===== src/rtl/mem_sched_pkg.sv =====
// Shared types for the memory scheduler: FSM states, requester IDs and
// byte-lane geometry of the little-endian word assembly.
package mem_sched_pkg;

  typedef enum logic [1:0] {
    IDLE = 2'd0,
    XFER = 2'd1,
    DONE = 2'd2
  } state_t;

  typedef enum logic {
    REQ_IF = 1'b0,
    REQ_D  = 1'b1
  } req_id_t;

  localparam int BYTES_PER_WORD = 4;
  localparam int LANE_W         = 2;

  typedef logic [LANE_W-1:0] lane_t;

  // Replace byte lane `lane` of `word` with `b` (lane 0 is the low byte).
  function automatic logic [31:0] put_lane(input logic [31:0] word,
                                           input lane_t       lane,
                                           input logic [7:0]  b);
    logic [31:0] r;
    r = word;
    r[{lane, 3'b000} +: 8] = b;
    return r;
  endfunction

endpackage


===== src/rtl/mem_rr_arb2.sv =====
// Two-way round-robin arbiter; owns the last-served pointer, which only moves
// when the scheduler is idle and actually grants someone.
module mem_rr_arb2
  import mem_sched_pkg::*;
#(
  parameter bit D_FIRST = 1'b1
) (
  input  logic       clk,
  input  logic       reset,
  input  logic       en,
  input  logic [1:0] req,
  output logic [1:0] gnt
);

  req_id_t last;

  // NOTE: every output of a combinational block gets a default first, so no
  // path through the block can leave it unassigned and infer a latch.
  always_comb begin
    gnt = 2'b00;
    if (req[REQ_IF] && req[REQ_D]) begin
      if (last == REQ_D) gnt[REQ_IF] = 1'b1;
      else               gnt[REQ_D]  = 1'b1;
    end else begin
      gnt = req;
    end
  end

  // Pointer starts as if the other side was served last, so the first tie
  // goes to the D_FIRST-selected requester.
  always_ff @(posedge clk) begin
    if (!reset) begin
      last <= D_FIRST ? REQ_IF : REQ_D;
    end else if (en) begin
      if (gnt[REQ_D])       last <= REQ_D;
      else if (gnt[REQ_IF]) last <= REQ_IF;
    end
  end

endmodule


===== src/rtl/mem_sched.sv =====
// Shares a byte-wide memory between instruction fetch and data access:
// word reads as four little-endian byte beats, plus single-byte reads/writes.
module mem_sched
  import mem_sched_pkg::*;
#(
  parameter int WIDTH   = 8,
  parameter bit D_FIRST = 1'b1
) (
  input  logic             clk,
  input  logic             reset,
  input  logic             if_req,
  input  logic [WIDTH-1:0] if_adr,
  output logic [31:0]      if_rdata,
  output logic             if_done,
  input  logic             d_req,
  input  logic             d_we,
  input  logic             d_word,
  input  logic [WIDTH-1:0] d_adr,
  input  logic [7:0]       d_wdata,
  output logic [31:0]      d_rdata,
  output logic             d_done,
  output logic             busy,
  output logic [WIDTH-1:0] mem_adr,
  output logic [7:0]       mem_writedata,
  output logic             mem_memwrite,
  input  logic [7:0]       mem_memdata
);

  state_t                  state;
  req_id_t                 owner_q;
  logic                    we_q;
  logic                    word_q;
  logic [WIDTH-LANE_W-1:0] word_adr_q;
  lane_t                   cnt;
  logic [31:0]             asm_q;

  logic [1:0]              req_vec;
  logic [1:0]              gnt;
  logic                    arb_en;

  req_id_t                 g_owner;
  logic                    g_we;
  logic                    g_word;
  logic [WIDTH-1:0]        g_adr;
  logic [WIDTH-1:0]        g_first;

  lane_t                   cnt_nxt;
  logic                    last_beat;
  logic [31:0]             rd_result;

  assign req_vec = {d_req, if_req};
  assign arb_en  = (state == IDLE);

  mem_rr_arb2 #(.D_FIRST(D_FIRST)) u_arb (
    .clk   (clk),
    .reset (reset),
    .en    (arb_en),
    .req   (req_vec),
    .gnt   (gnt)
  );

  // Fields of whichever requester the arbiter picks this cycle.
  always_comb begin
    g_owner = REQ_IF;
    g_we    = 1'b0;
    g_word  = 1'b1;
    g_adr   = if_adr;
    if (gnt[REQ_D]) begin
      g_owner = REQ_D;
      g_we    = d_we;
      g_word  = ~d_we & d_word;
      g_adr   = d_adr;
    end
    g_first = g_word ? {g_adr[WIDTH-1:LANE_W], {LANE_W{1'b0}}} : g_adr;
  end

  always_comb begin
    cnt_nxt   = cnt + lane_t'(1);
    last_beat = !word_q || (cnt == lane_t'(BYTES_PER_WORD - 1));
    rd_result = word_q ? put_lane(asm_q, cnt, mem_memdata)
                       : {24'h0, mem_memdata};
  end

  // NOTE: the assembly register has no reset; every lane is rewritten during
  // a word read before it is ever copied out, so its reset value is dead.
  always_ff @(posedge clk) begin
    if (state == XFER && !we_q) asm_q <= put_lane(asm_q, cnt, mem_memdata);
  end

  // NOTE: state and registered outputs use non-blocking assignments so every
  // right-hand side sees pre-edge values regardless of statement order.
  always_ff @(posedge clk) begin
    if (!reset) begin
      state         <= IDLE;
      owner_q       <= REQ_IF;
      we_q          <= 1'b0;
      word_q        <= 1'b0;
      word_adr_q    <= '0;
      cnt           <= '0;
      if_rdata      <= '0;
      if_done       <= 1'b0;
      d_rdata       <= '0;
      d_done        <= 1'b0;
      busy          <= 1'b0;
      mem_adr       <= '0;
      mem_writedata <= '0;
      mem_memwrite  <= 1'b0;
    end else begin
      case (state)
        IDLE: begin
          if (|gnt) begin
            owner_q      <= g_owner;
            we_q         <= g_we;
            word_q       <= g_word;
            word_adr_q   <= g_adr[WIDTH-1:LANE_W];
            cnt          <= '0;
            mem_adr      <= g_first;
            mem_memwrite <= g_we;
            if (g_we) mem_writedata <= d_wdata;
            busy         <= 1'b1;
            state        <= XFER;
          end
        end

        XFER: begin
          if (last_beat) begin
            mem_memwrite <= 1'b0;
            state        <= DONE;
            if (owner_q == REQ_D) begin
              d_done <= 1'b1;
              if (!we_q) d_rdata <= rd_result;
            end else begin
              if_done  <= 1'b1;
              if_rdata <= rd_result;
            end
          end else begin
            // Lane bits step within the latched word; no carry into the next word.
            cnt     <= cnt_nxt;
            mem_adr <= {word_adr_q, cnt_nxt};
          end
        end

        DONE: begin
          if_done <= 1'b0;
          d_done  <= 1'b0;
          busy    <= 1'b0;
          state   <= IDLE;
        end

        default: state <= IDLE;
      endcase
    end
  end

endmodule


===== config.mk =====
export PLATFORM = sky130hd
export DESIGN_NAME = mem_sched
export DESIGN_NICKNAME = d
export VERILOG_FILES = /design/src/rtl/mem_sched_pkg.sv /design/src/rtl/mem_rr_arb2.sv /design/src/rtl/mem_sched.sv
export SDC_FILE = /design/constraint.sdc
export NUM_CORES = 1
export LEC_CHECK = 0
export ABC_AREA = 1
export BUFFER_PORTS_ARGS = -buffer_cell sky130_fd_sc_hd__buf_4
export CORE_ASPECT_RATIO = 2
export CORE_MARGIN = 1.5
export CORE_UTILIZATION = 34
export CTS_CLUSTER_SIZE = 16
export DETAILED_ROUTE_END_ITERATION = 8
export GPL_TIMING_DRIVEN = 0
export HOLD_SLACK_MARGIN = 0.03
export SLEW_MARGIN = 20
export SYNTH_ARGS = -nofsm -noshare
export SYNTH_HDL_FRONTEND = slang
export SYNTH_SLANG_ARGS = --single-unit

===== constraint.sdc =====
create_clock -name clk -period 3.1 [get_ports clk]
set_clock_uncertainty 0.15 [all_clocks]
set_input_delay 0.155 -clock clk [delete_from_list [all_inputs] [get_ports clk]]
set_output_delay 0.155 -clock clk [all_outputs]
set_load 0.1 [all_outputs]

==> metrics.md, run 1 <==
| Metric | Value |
|---|---|
| Status | finished, final reports clean |
| Setup crit start kind | flip-flop |
| Setup slack, reg-to-reg | 850 ps |
| Area of the multi-input gates | 2180 um2 |
| Final min period | 2250 ps |
| Switching Fraction | 0.351 |
| Crit path capture type | flip-flop |
| Wire length per cell | 14.5 um |
| PortBufs | 118 |
| Final instance area | 7850 um2 |
| CTS max path bufs | 2 |
| Residual DRC | 0 |
| Die Wd | 94.2 um |
| Fmax | 445 MHz |
| DRT Pass-1 Iters | 5 |
| Non-Filler Instances | 1140 |
| Reg power frac | 0.363 |
| Final #Nets | 967 |
| Initial core utilization | 0.348 |
| Most frequent cells in the layout | 268 x nand2_1, 122 x buf_4, 97 x dfxtp_1, 91 x inv_1, 85 x a21oi_1 |
| Cells resized by post-CTS repair | 0 |
| N_diodes | 0 |
| Num CTS Buffers | 17 |
| Post-synth EDFFs | 32 |
| Seq/Total Area, Yosys | 0.513 |
| Internal Power | 3.50 mW |
| Clk root buf | clkbuf_16 |
| GR Overflow Total | 0 |
| Syn-to-layout area delta | 38.7% |
| Fraction of layout cells with a size suffix above 1 | 0.208 |
| Slew Viols, Final | 0 |
| RSZ-0062 raised after global routing | false |
| Slew margin rel. | 0.589 |
| Final period util | 0.725 |
| Gate power share | 0.260 |
| Iteration-0 DRC Markers | 233 |
| Pre-CTS WS | 892 ps |
| Finish-stage setup viols | 0 |
| Antenna violations before repair | 0 |
| Largest net degree at the start of global routing | 20 |
| Placed cell count | 1068 |
| CP startpoint | owner_q |
| Area after DPL | 6830 um2 |
| Htree depth | 4 |
| Worst Tran Pin Value | 614 ps |
| WS Path Type | flip-flop to flip-flop |
| Setup ws final | 854 ps |
| Ports | 122 |
| RR Startpoint | owner_q |
| Count of warnings emitted by yosys | 0 |
| GRT Overall Usage | 0.198 |
| Routed vias | 5251 |
| Clock share of power | 0.377 |
| Clock sinks | 129 |
| Worst-path clk slew | 60 ps |
| Clk Latency, worst-skew pair | 410 ps |
| Syn_area_per_cell | 7.59 um2 |
| CTS tree | built |
| Main synth FF type | dfxtp_1 |
| Max FO, Critical Path | 10 |
| Most common cell after layout, fill and taps aside | nand2_1 |
| Final Util | 0.482 |
| Core area | 16300 um2 |
| Routability congestion estimate | 0.878 |
| Leak | 3.74 nW |
| Global-route wire length before repair | 25900 um |
| Row cnt | 66 |
| Fraction of registers with async set/reset | 0 |
| Switching pwr | 1.89 mW |
| DP Wirelength | 12300 um |
| Req. time, crit path | 3250 ps |
| Fillers | 1611 |
| Wirelength, routed | 16500 um |
| FF+latch count, synth | 129 |
| FF/Latch Area | 2900 um2 |
| Die Ht | 185 um |
| Vias per cell | 4.61 |
| Crit path DAT | 2400 ps |
| DRT antenna net count | 0 |
| Setup_tns | 0 ps |
| Worst reg2reg path depth | 9 |
| Hold Crit Class | input port to flip-flop |
| DIE AREA | 17500 um2 |
| Critical path destination | word_adr_q[4] |
| Max_cap viols | 0 |
| Endpoints failing hold | 0 |
| Post-Syn Instances | 745 |
| Synth Cell Area | 5660 um2 |
| Peak supply drop | 0.369 mV |
| Syn Nets | 789 |
| Vias in the first global route | 5076 |
| Worst reg2reg path endpoint | word_adr_q[4] |
| Synth cell types | 24 |
| Power per standard cell area | 687 nW/um2 |
==> cell families (layout without fill, tap and decap cells) <==
group	Yosys count	in the layout	share of synthesized area
AO/OA/AOI/OAI	125	125	0.112
adder cells (fa/ha/maj)	6	6	0.0133
buffers and inverters	127	318	0.102
flip-flops	129	129	0.513
AND/OR/NAND/NOR	358	358	0.259
==> cell usage after synthesis (2+ instances only) <==
| master | number | area (um2) |
|---|---|---|
| nand2_1 | 268 | 1010 |
| dfxtp_1 | 97 | 1940 |
| inv_1 | 91 | 342 |
| a21oi_1 | 85 | 425 |
| o21ai_0 | 38 | 190 |
| nor2_1 | 34 | 128 |
| edfxtp_1 | 32 | 961 |
| nand3_1 | 32 | 160 |
| buf_6 | 10 | 113 |
| buf_2 | 9 | 45.0 |
| clkbuf_1 | 8 | 30.0 |
| nand4_1 | 8 | 50.1 |
| or2_2 | 8 | 50.1 |
| ha_1 | 6 | 75.1 |
| buf_4 | 4 | 30.0 |
| a21oi_2 | 2 | 17.5 |
| clkinv_1 | 2 | 7.51 |
| inv_2 | 2 | 7.51 |
| nand2_2 | 2 | 12.5 |
| nand2_4 | 2 | 22.5 |
| nor2_4 | 2 | 22.5 |
==> layer usage <==
layer | GRT usage | vias to the layer above | wire (um)
li1 | - | 2704 | -
met1 | 0.197 | 2394 | 5940
met2 | 0.376 | 129 | 9390
met3 | 0.0439 | 24 | 614
met4 | 0.0913 | 0 | 556
met5 | 0 | - | 0
==> through the flow <==
step	hold WS (ps)	power (mW)
after floorplan	173	3.01
after global placement	292	3.34
after detailed placement	300	3.36
after CTS	65.3	5.43
after global routing	85.4	5.62
final	74.0	5.39
==> area by class of cell <==
type,instances,share of cell area
clock inverter,11,0.0124
sequential,129,0.370
buffer,32,0.0282
tap,204,0.0325
multi-input combinational,489,0.278
clock buffer,21,0.0656
inverter,95,0.0455
timing repair buffer,159,0.167
==> what timing repair did <==
action	4_1_cts	5_1_grt
endpoints found under the hold margin	33	0
hold buffers	40	0
setup buffers	0	0
==> state kept, by name, indices dropped and copies added (netlist names), 2 cells and up <==
name           cells
d_rdata           32
mem_adr            8
if_rdata          32
state              2
mem_writedata      8
cnt                2
word_adr_q         6
asm_q             32
==> critical path: stages, from the launching register on <==
cell	delay, ps
dfxtp_1	400
nand2_1	100
nand2_2	170
clkinv_1	240
buf_2	250
nand2_1	80
nand2_1	40
dlygate4sd3_1	560
nor2_1	90
nor2_1	40
==> worst min path at each step <==
stage          startpoint          endpoint  slack [ps]  depth (start not counted)
3_5_place_dp   d_wdata[7]  mem_writedata[7]         300                          3
4_1_cts             reset  mem_writedata[7]          70                          3
6_report            reset  mem_writedata[7]          70                          3
3_3_place_gp   d_wdata[5]  mem_writedata[5]         290                          3
5_1_grt             reset              we_q          90                          3
2_1_floorplan  d_wdata[0]  mem_writedata[0]         170                          2
==> power by group through the flow <==
stage	Sequential, mW	Clock [mW]	Combinational (mW)
after global routing	1.97	2.14	1.50
after CTS	1.96	2.06	1.41
final	1.96	2.03	1.40
after detailed placement	1.99	0	1.36
after floorplan	2.59	0	0.419
after global placement	1.99	0	1.35
Power figures use the tool's default switching activity.
==> run 2, diff against run 1 <==
clock period = 2.1 ns   (was 3.1 ns; I/O delays follow)
==> run 2 against run 1 <==
  * Sequential share of layout area grew 0.28 points
  * First-iteration DRC count shrank 10%
  * Via count shrank 0.25%
  * Maximum frequency grew 13%
  * Clock power grew 44%
  * Largest power group unchanged
==> metrics.md, run 2 (synthesized netlist as in run 1, its figures left out) <==
| Metric | Value |
|---|---|
| N_diodes | 0 |
| Worst hold slack | 56.2 ps |
| Die Ht | 185 um |
| Vias in the first global route | 5040 |
| Peak supply drop | 0.556 mV |
| FF/Latch Area | 2900 um2 |
| Ports | 122 |
| Global-route wire length before repair | 25200 um |
| Area of the multi-input gates | 2200 um2 |
| Crit path buffers/inverters | 1 |
| Antenna violations before repair | 0 |
| Clk root buf | clkbuf_16 |
| Clk Latency, worst-skew pair | 410 ps |
| Slowest stage cell, crit path | dfxtp_1 |
| Gate family responsible for the most delay along the worst path | compound AO/OA/AOI/OAI gates |
| Fillers | 1586 |
| Final min period | 1980 ps |
| RSZ-0062 raised after global routing | true |
| Crit path DAT | 2170 ps |
| Status | finished, final reports clean |
| Largest regs | asm_q (32), d_rdata (32), if_rdata (32) |
| WS Path Type | flip-flop to flip-flop |
| Wirelength, routed | 16300 um |
| Crit-path cells | inv_1 > ha_1 > nand2_1 > o21ai_0 > nand2_1 > a21oi_1 |
| Most frequent cells in the layout | 268 x nand2_1, 123 x buf_4, 96 x dfxtp_1, 90 x inv_1, 85 x a21oi_1 |
| Num CTS Buffers | 17 |
| Largest net degree at the start of global routing | 20 |
| Slew Viols, Final | 0 |
| DIE AREA | 17500 um2 |
| Setup crit start kind | flip-flop |
| Worst-path clk slew | 60 ps |
| Final period util | 0.943 |
| Die Wd | 94.2 um |
| Finish-stage setup viols | 0 |
| Endpoints failing hold | 0 |
| Syn-to-layout area delta | 37.7% |
| Setup ws final | 119 ps |
| GR Overflow Total | 0 |
| Power per standard cell area | 1010 nW/um2 |
| Most common cell after layout, fill and taps aside | nand2_1 |
| Req. time, crit path | 2290 ps |
| Row cnt | 66 |
| Hold Crit Class | input port to flip-flop |
| Pre-CTS WS | -104 ps |
| Clock sinks | 129 |
| Max_cap viols | 0 |
| DRT antenna net count | 0 |
| Wire length per cell | 14.4 um |
| Residual DRC | 0 |
| Crit path top cell by count | nand2_1 |
| Initial core utilization | 0.348 |
| Crit path largest cell delay | 430 ps |
| DRT Pass-1 Iters | 4 |
| Crit path capture type | flip-flop |
| Fmax | 505 MHz |
| Placed cell count | 1068 |
| Non-Filler Instances | 1134 |
| Fraction of layout cells with a size suffix above 1 | 0.216 |
| GRT Overall Usage | 0.191 |
| Iteration-0 DRC Markers | 209 |
| Slew margin rel. | 0.587 |
| Routed vias | 5238 |
| Leak | 3.71 nW |
| Worst Tran Pin Value | 617 ps |
| DP Wirelength | 12200 um |
| Vias per cell | 4.62 |
| Final #Nets | 962 |
| Core area | 16300 um2 |
| Max FO, Critical Path | 8 |
| Htree depth | 4 |
| CTS max path bufs | 2 |
| Routability congestion estimate | 0.901 |
| CTS tree | built |
| PortBufs | 118 |
-- run 2: worst paths after layout --
path	startpoint	end	slack [ps]	cells past startpoint
setup reg to reg	cnt[1]	d_rdata[12]	120	6
hold reg to reg	busy	busy	310	2
setup / recovery	cnt[1]	d_rdata[12]	120	6
hold / removal	d_req	mem_adr[6]	60	6
-- run 2: what timing repair did --
action                     CTS  global route
hold buffers                34             0
setup endpoints to repair   25            78
gates resized for setup      5            17
buffers inserted             0             1
hold endpoints to repair    57             0
-- run 2: layout make-up --
| class | count | share of cell area |
|---|---|---|
| clock buffers | 18 | 0.0578 |
| repair buffers | 154 | 0.162 |
| plain buffers | 32 | 0.0284 |
| clock inverters | 13 | 0.0175 |
| flip-flops and latches | 129 | 0.373 |
| multi-input cells | 489 | 0.282 |
| inverters | 95 | 0.0463 |
| well taps | 204 | 0.0328 |
-- run 2: metal layers --
| layer | up-vias | wire, um | GRT usage |
|---|---|---|---|
| met5 | - | 0 | 0 |
| met4 | 0 | 484 | 0.0794 |
| met3 | 29 | 606 | 0.0378 |
| met2 | 128 | 9410 | 0.379 |
| met1 | 2387 | 5820 | 0.184 |
| li1 | 2694 | - | - |
-- run 2: tightest hold or removal path: cells and delay by family --
| kind | cells | cell delay [ps] |
|---|---|---|
| AO/OA/AOI/OAI | 1 | 60 |
| buffers and inverters | 1 | 110 |
| AND/OR/NAND/NOR | 4 | 290 |
-- run 2: per-stage QoR --
stage	area (um2)	utilization	total power [mW]	setup TNS [ps]
CTS	7760	0.477	7.94	-130
finish	7790	0.479	7.89	0
floorplan	5660	-	4.45	0
global placement	6800	0.418	4.93	-18230
detailed placement	6830	0.420	4.96	-1160
global route	7790	0.479	8.20	-406
-- run 2: power by group --
part	total (mW)	switching (mW)	internal, mW
registers	2.89	0.110	2.78
clock network	2.93	1.12	1.81
logic	2.07	1.55	0.513
total	7.89	2.78	5.10
